**config.mk**
```make
export PLATFORM = sky130hd
export DESIGN_NAME = elut_bank_cfg
export DESIGN_NICKNAME = d
export VERILOG_FILES = /design/src/rtl/elut_bank_cfg_pkg.sv /design/src/rtl/elut_cell.sv /design/src/rtl/elut_bank_cfg.sv
export SDC_FILE = /design/constraint.sdc
export NUM_CORES = 1
export LEC_CHECK = 0
export ABC_AREA = 0
export ABC_CLOCK_PERIOD_IN_PS = 2550
export BUFFER_PORTS_ARGS = -buffer_cell sky130_fd_sc_hd__buf_2
export CORE_MARGIN = 1.5
export CORE_UTILIZATION = 31
export DETAILED_ROUTE_END_ITERATION = 10
export GPL_TIMING_DRIVEN = 0
export PLACE_DENSITY_LB_ADDON = 0.1
export SLEW_MARGIN = 20
export SYNTH_ARGS = -nofsm -noshare
export SYNTH_HDL_FRONTEND = slang
export SYNTH_SLANG_ARGS = --single-unit
export TNS_END_PERCENT = 50
```
**constraint.sdc**
```tcl
create_clock -name clk -period 2.55 [get_ports clk]
set_input_delay 0.1275 -clock clk [delete_from_list [all_inputs] [get_ports clk]]
set_output_delay 0.1275 -clock clk [all_outputs]
set_load 0.02 [all_outputs]
```
**src/rtl/elut_bank_cfg_pkg.sv**
```systemverilog
// Shared defaults and FSM encoding for the serially configured LUT bank.
package elut_bank_cfg_pkg;

  localparam int unsigned ELUT_K_DEF       = 6;
  localparam int unsigned ELUT_NUM_LUT_DEF = 4;
  localparam int unsigned ELUT_REG_OUT_DEF = 1;

  typedef enum logic {
    ST_LOAD = 1'b0,
    ST_RUN  = 1'b1
  } elut_state_e;

endpackage

```
**src/rtl/elut_cell.sv**
```systemverilog
// Single 2^K x 1 LUT storage: one synchronous write port, one asynchronous read port.
module elut_cell #(
  parameter int unsigned K = 6
) (
  input  logic         clk,
  input  logic         i_we,
  input  logic [K-1:0] i_waddr,
  input  logic         i_wdata,
  input  logic [K-1:0] i_raddr,
  output logic         o_rdata
);

  // No reset so the array maps onto distributed/MLAB RAM.
`ifdef PLATFORM_XILINX
  (* ram_style = "distributed" *) logic [2**K-1:0] r_mem;
`elsif PLATFORM_ALTERA
  (* ramstyle = "MLAB" *) logic [2**K-1:0] r_mem;
`else
  logic [2**K-1:0] r_mem;
`endif

  always_ff @(posedge clk) begin
    if (i_we) begin
      r_mem[i_waddr] <= i_wdata;
    end
  end

  assign o_rdata = r_mem[i_raddr];

endmodule

```
**src/rtl/elut_bank_cfg.sv**
```systemverilog
// Bank of NUM_LUT K-input LUTs loaded from one serial stream, LUT 0 address 0 first.
module elut_bank_cfg
  import elut_bank_cfg_pkg::*;
#(
  parameter int unsigned K       = ELUT_K_DEF,
  parameter int unsigned NUM_LUT = ELUT_NUM_LUT_DEF,
  parameter int unsigned REG_OUT = ELUT_REG_OUT_DEF
) (
  input  logic                 clk,
  input  logic                 rst,
  input  logic                 cfg_valid,
  input  logic                 cfg_data,
  output logic                 cfg_ready,
  input  logic                 cfg_restart,
  output logic                 cfg_done,
  input  logic [NUM_LUT*K-1:0] rd_addr,
  output logic [NUM_LUT-1:0]   dpo,
  output logic [NUM_LUT-1:0]   qdpo
);

  localparam int unsigned LW = (NUM_LUT > 1) ? $clog2(NUM_LUT) : 1;

  elut_state_e         r_state;
  elut_state_e         w_state_nxt;
  logic [LW-1:0]       r_lut;
  logic [K-1:0]        r_addr;
  logic                w_accept;
  logic                w_addr_last;
  logic                w_last;
  logic [NUM_LUT-1:0]  w_rd;

  assign cfg_ready = (r_state == ST_LOAD);
  assign cfg_done  = (r_state == ST_RUN);

  // A restart in the same cycle discards the offered bit.
  assign w_accept    = cfg_valid && cfg_ready && !cfg_restart;
  assign w_addr_last = (r_addr == '1);
  assign w_last      = w_accept && w_addr_last && (r_lut == LW'(NUM_LUT - 1));

  always_comb begin
    w_state_nxt = r_state;
    case (r_state)
      ST_LOAD: if (w_last)      w_state_nxt = ST_RUN;
      ST_RUN:  if (cfg_restart) w_state_nxt = ST_LOAD;
      default:                  w_state_nxt = ST_LOAD;
    endcase
  end

  always_ff @(posedge clk) begin
    if (rst) begin
      r_state <= ST_LOAD;
      r_lut   <= '0;
      r_addr  <= '0;
    end else begin
      r_state <= w_state_nxt;
      if (cfg_restart) begin
        r_lut  <= '0;
        r_addr <= '0;
      end else if (w_accept) begin
        r_addr <= r_addr + K'(1);
        if (w_addr_last) begin
          r_lut <= w_last ? '0 : r_lut + LW'(1);
        end
      end
    end
  end

  for (genvar n = 0; n < NUM_LUT; n++) begin : g_lut
    elut_cell #(.K(K)) u_cell (
      .clk     (clk),
      .i_we    (w_accept && (r_lut == LW'(n))),
      .i_waddr (r_addr),
      .i_wdata (cfg_data),
      .i_raddr (rd_addr[n*K +: K]),
      .o_rdata (w_rd[n])
    );
  end

  assign dpo = (r_state == ST_RUN) ? w_rd : '0;

  if (REG_OUT != 0) begin : g_qdpo
    logic [NUM_LUT-1:0] r_qdpo;
    always_ff @(posedge clk) begin
      if (rst) r_qdpo <= '0;
      else     r_qdpo <= dpo;
    end
    assign qdpo = r_qdpo;
  end else begin : g_no_qdpo
    assign qdpo = '0;
  end

endmodule

```
==> metrics <==
status=finished clean; Cells after Synth=867; Inserted Diodes=0; initial antenna violation count=2; number of top-level pins=39; Placer Congestion=slightly above 0.8; dpl cells=between 1000 and 1500; hold wc startpoint=rd_addr[11]; via count=7425; Slew @ Worst Pin=roughly 830 ps; Final nets=about 1000; H-tree lvl count=1; fin crit share=0.980; Clock Skew=between 9 and 10 ps; NetSw=2110 uW; Hold Fails Final Rpt=0; fmax=approximately 400 MHz; Logic pwr share=0.049; WP data arrival=2370 ps; sequential share of power=0.477; most frequent cells in the layout=262 x nor2_1, 256 x edfxtp_1, 71 x nand2_1, 56 x mux4_2, 38 x mux2i_1; Initial DRT Pass Iterations=5; CTS Buf Count=31; WL/cell=approximately 25 um; RSZ-0062 raised after global routing=true; endpoint class of the critical path=primary output; # rows=71; Tmin final=roughly 2500 ps; clk sinks=269; worst slack, placed=-257 ps; maximum number of pins on one net before global-route repair=115; Leakage=roughly 0.0044 uW; hold crit path type=in2reg; drt drc=0; worst reg-to-reg path cell count=7; layout cells sized above 1=0.196; Die Ht=~200 um; total gr overflow=0; Synth warnings=0; r2r setup slk=approximately 100 ps; Switching Fraction=0.209; starting density of the core=0.317; WL final=between 30000 and 40000 um; PwrDens=roughly 720 nW/um^2; first-pass GRT wire length=roughly 53000 um; Internal=~8000 uW; R2R Path End=cfg_done$_SDFF_PP0_; clk buf depth=3; crit-path max FO=8; Mapped Nets=around 900; WS Path Type=reg2out; Critical Path RT=around 2400 ps; Port Buffers=31; Synth Cell Area=roughly 12000 um^2; ANT nets after route=0; Post-synth EDFFs=between 200 and 300; die area=about 40000 um^2; fin. max-slew vios=0; maximum VDD drop=between 0.0004 and 0.0005 V; Initial DRC Count=693; root buffer cell=clkbuf_16; core area=~38000 um^2; Hold Crit Endpoint=qdpo[1]$_SDFF_PP0_; Worst Hold Depth=3; vias in the first global route=around 7700; Startpoint Class=register; GRT Total Usage=0.191; fraction of registers with async set/reset=0; # Max-Cap Violations=0; Synth-to-Final Area Change=17.9%; worst skew pair latency=between 500 and 600 ps; r2r startpoint=r_addr[4]$_SDFFE_PP0P_; hpwl dp=roughly 25000 um; ys flop type=edfxtp_1; synthesis-stage register bit count=about 270; sequential share of the synthesized area=0.663; Final Non-Filler Cells=1474; Netlist cell types=43; Via density=between 5 and 6; clock-pin slew on the worst setup and hold paths=roughly 60 ps; Die Width=roughly 200 um; CTS tree=done; setup ws final=a little over 50 ps; worst relative slew slack=0.446; most common cell after layout, fill and taps aside=nor2_1; final setup fails=0; Post-Syn Area per Cell=about 14 um^2; Clk pwr share=0.474
==> metal layers <==
layer	vias up	GRT usage	share of wire
met5	-	0	0.00035
met4	2	0.0512	0.026
met3	57	0.0290	0.054
met2	220	0.309	0.46
met1	3800	0.269	0.46
li1	3346	-	-
==> flip-flops by register name (all words and copies together), names as in the netlist <==
signal	flops
g_lut.u_cell.r_mem	256
cfg_done	1
r_addr	6
r_lut	2
qdpo	4
==> cells in the mapped netlist (2+ instances only) <==
library cell	n	area [um^2]
edfxtp_1	256	7690
clkbuf_2	2	10.0
mux2i_1	41	410
mux4_2	56	1260
mux2_2	8	90.1
and3_1	2	12.5
clkbuf_1	34	128
and3b_1	5	43.8
nor3_1	3	15.0
nor2b_1	8	50.1
o221ai_1	3	26.3
and2_1	3	18.8
buf_4	4	30.0
dfxtp_1	13	260
a21o_1	2	15.0
or3b_2	3	26.3
buf_2	8	40.0
nand3_1	3	15.0
buf_6	3	33.8
or3_1	4	25.0
o32ai_1	8	70.1
o22a_1	5	43.8
and2_0	2	12.5
ha_1	5	62.6
a221o_1	7	70.1
o22ai_1	4	25.0
nor2_1	262	983
nand4_1	3	18.8
buf_1	3	11.3
xor2_1	4	35.0
o211ai_1	4	30.0
or2_2	3	18.8
nor3b_1	7	52.6
inv_1	7	26.3
nand2_1	74	278
==> cell type report <==
type / instances / area (um^2)
Buffer: 54 / 260
Clock buffer: 34 / 787
Clock inverter: 21 / 297
Fill cell: 3722 / 23700
Inverter: 8 / 30.0
Multi-Input combinational cell: 536 / 3870
Sequential cell: 269 / 7950
Tap cell: 511 / 639
Timing Repair Buffer: 41 / 307
==> power by group through the flow <==
stage / Clock [uW] / Combinational [uW] / Sequential, uW
finish: 4800 / 501 / 4830
floorplan: 0 / 243 / 4930
global route: 5030 / 535 / 4830
detailed placement: 0 / 494 / 4930
global placement: 0 / 475 / 4940
CTS: 4880 / 509 / 4830
==> worst max-delay path: stages (launching register included) <==
cell	delay, ps
dfxtp_1	610
inv_1	410
o32ai_1	530
buf_2	250
==> metrics by stage <==
| stage | util | area [um^2] | hold slack (ps) | setup TNS [ps] | total power [uW] |
|---|---|---|---|---|---|
| final | 0.374 | 14100 | 48.0 | 0 | 10100 |
| after global routing | 0.374 | 14100 | 58.2 | -130 | 10400 |
| after CTS | 0.373 | 14100 | 42.7 | 0 | 10200 |
| after detailed placement | 0.341 | 12900 | 367 | -32640 | 5420 |
| after global placement | 0.338 | 12800 | 361 | -456490 | 5420 |
| after floorplan | - | 12000 | 199 | 0 | 5170 |
==> how the worst max path moves through the flow <==
| stage | from | slack [ps] | to |
|---|---|---|---|
| global route | cfg_done$_SDFF_PP0_ | -50 | dpo[2] |
| floorplan | rd_addr[18] | 550 | dpo[3] |
| CTS | g_lut[1].u_cell.r_mem[15]$_DFFE_PP_ | 10 | dpo[1] |
| detailed placement | cfg_done$_SDFF_PP0_ | -260 | g_lut[2].u_cell.r_mem[63]$_DFFE_PP_ |
| global placement | cfg_data | -1510 | g_lut[2].u_cell.r_mem[29]$_DFFE_PP_ |
| finish | cfg_done$_SDFF_PP0_ | 50 | dpo[2] |
==> logic make-up after synthesis <==
| kind of cell | count (synthesis) | synth area share |
|---|---|---|
| and+or+nand+nor | 385 | 0.133 |
| DFF | 269 | 0.663 |
| muxes | 106 | 0.148 |
| buffers and inverters | 62 | 0.0236 |
| AOI/OAI and AO/OA | 35 | 0.0245 |
| xor gates and xnor gates | 5 | 0.00365 |
| adders and majority gates | 5 | 0.00522 |
==> timing repair <==
item | 4_1_cts | 5_1_grt
endpoints found under the setup margin | 207 | 48
endpoints found under the hold margin | 3 | 0
resized for setup | 14 | 14
hold buffers | 4 | 0
buffers inserted | 0 | 0
pin swaps | 0 | 1
No activity file was read; power rests on OpenSTA's default activity.
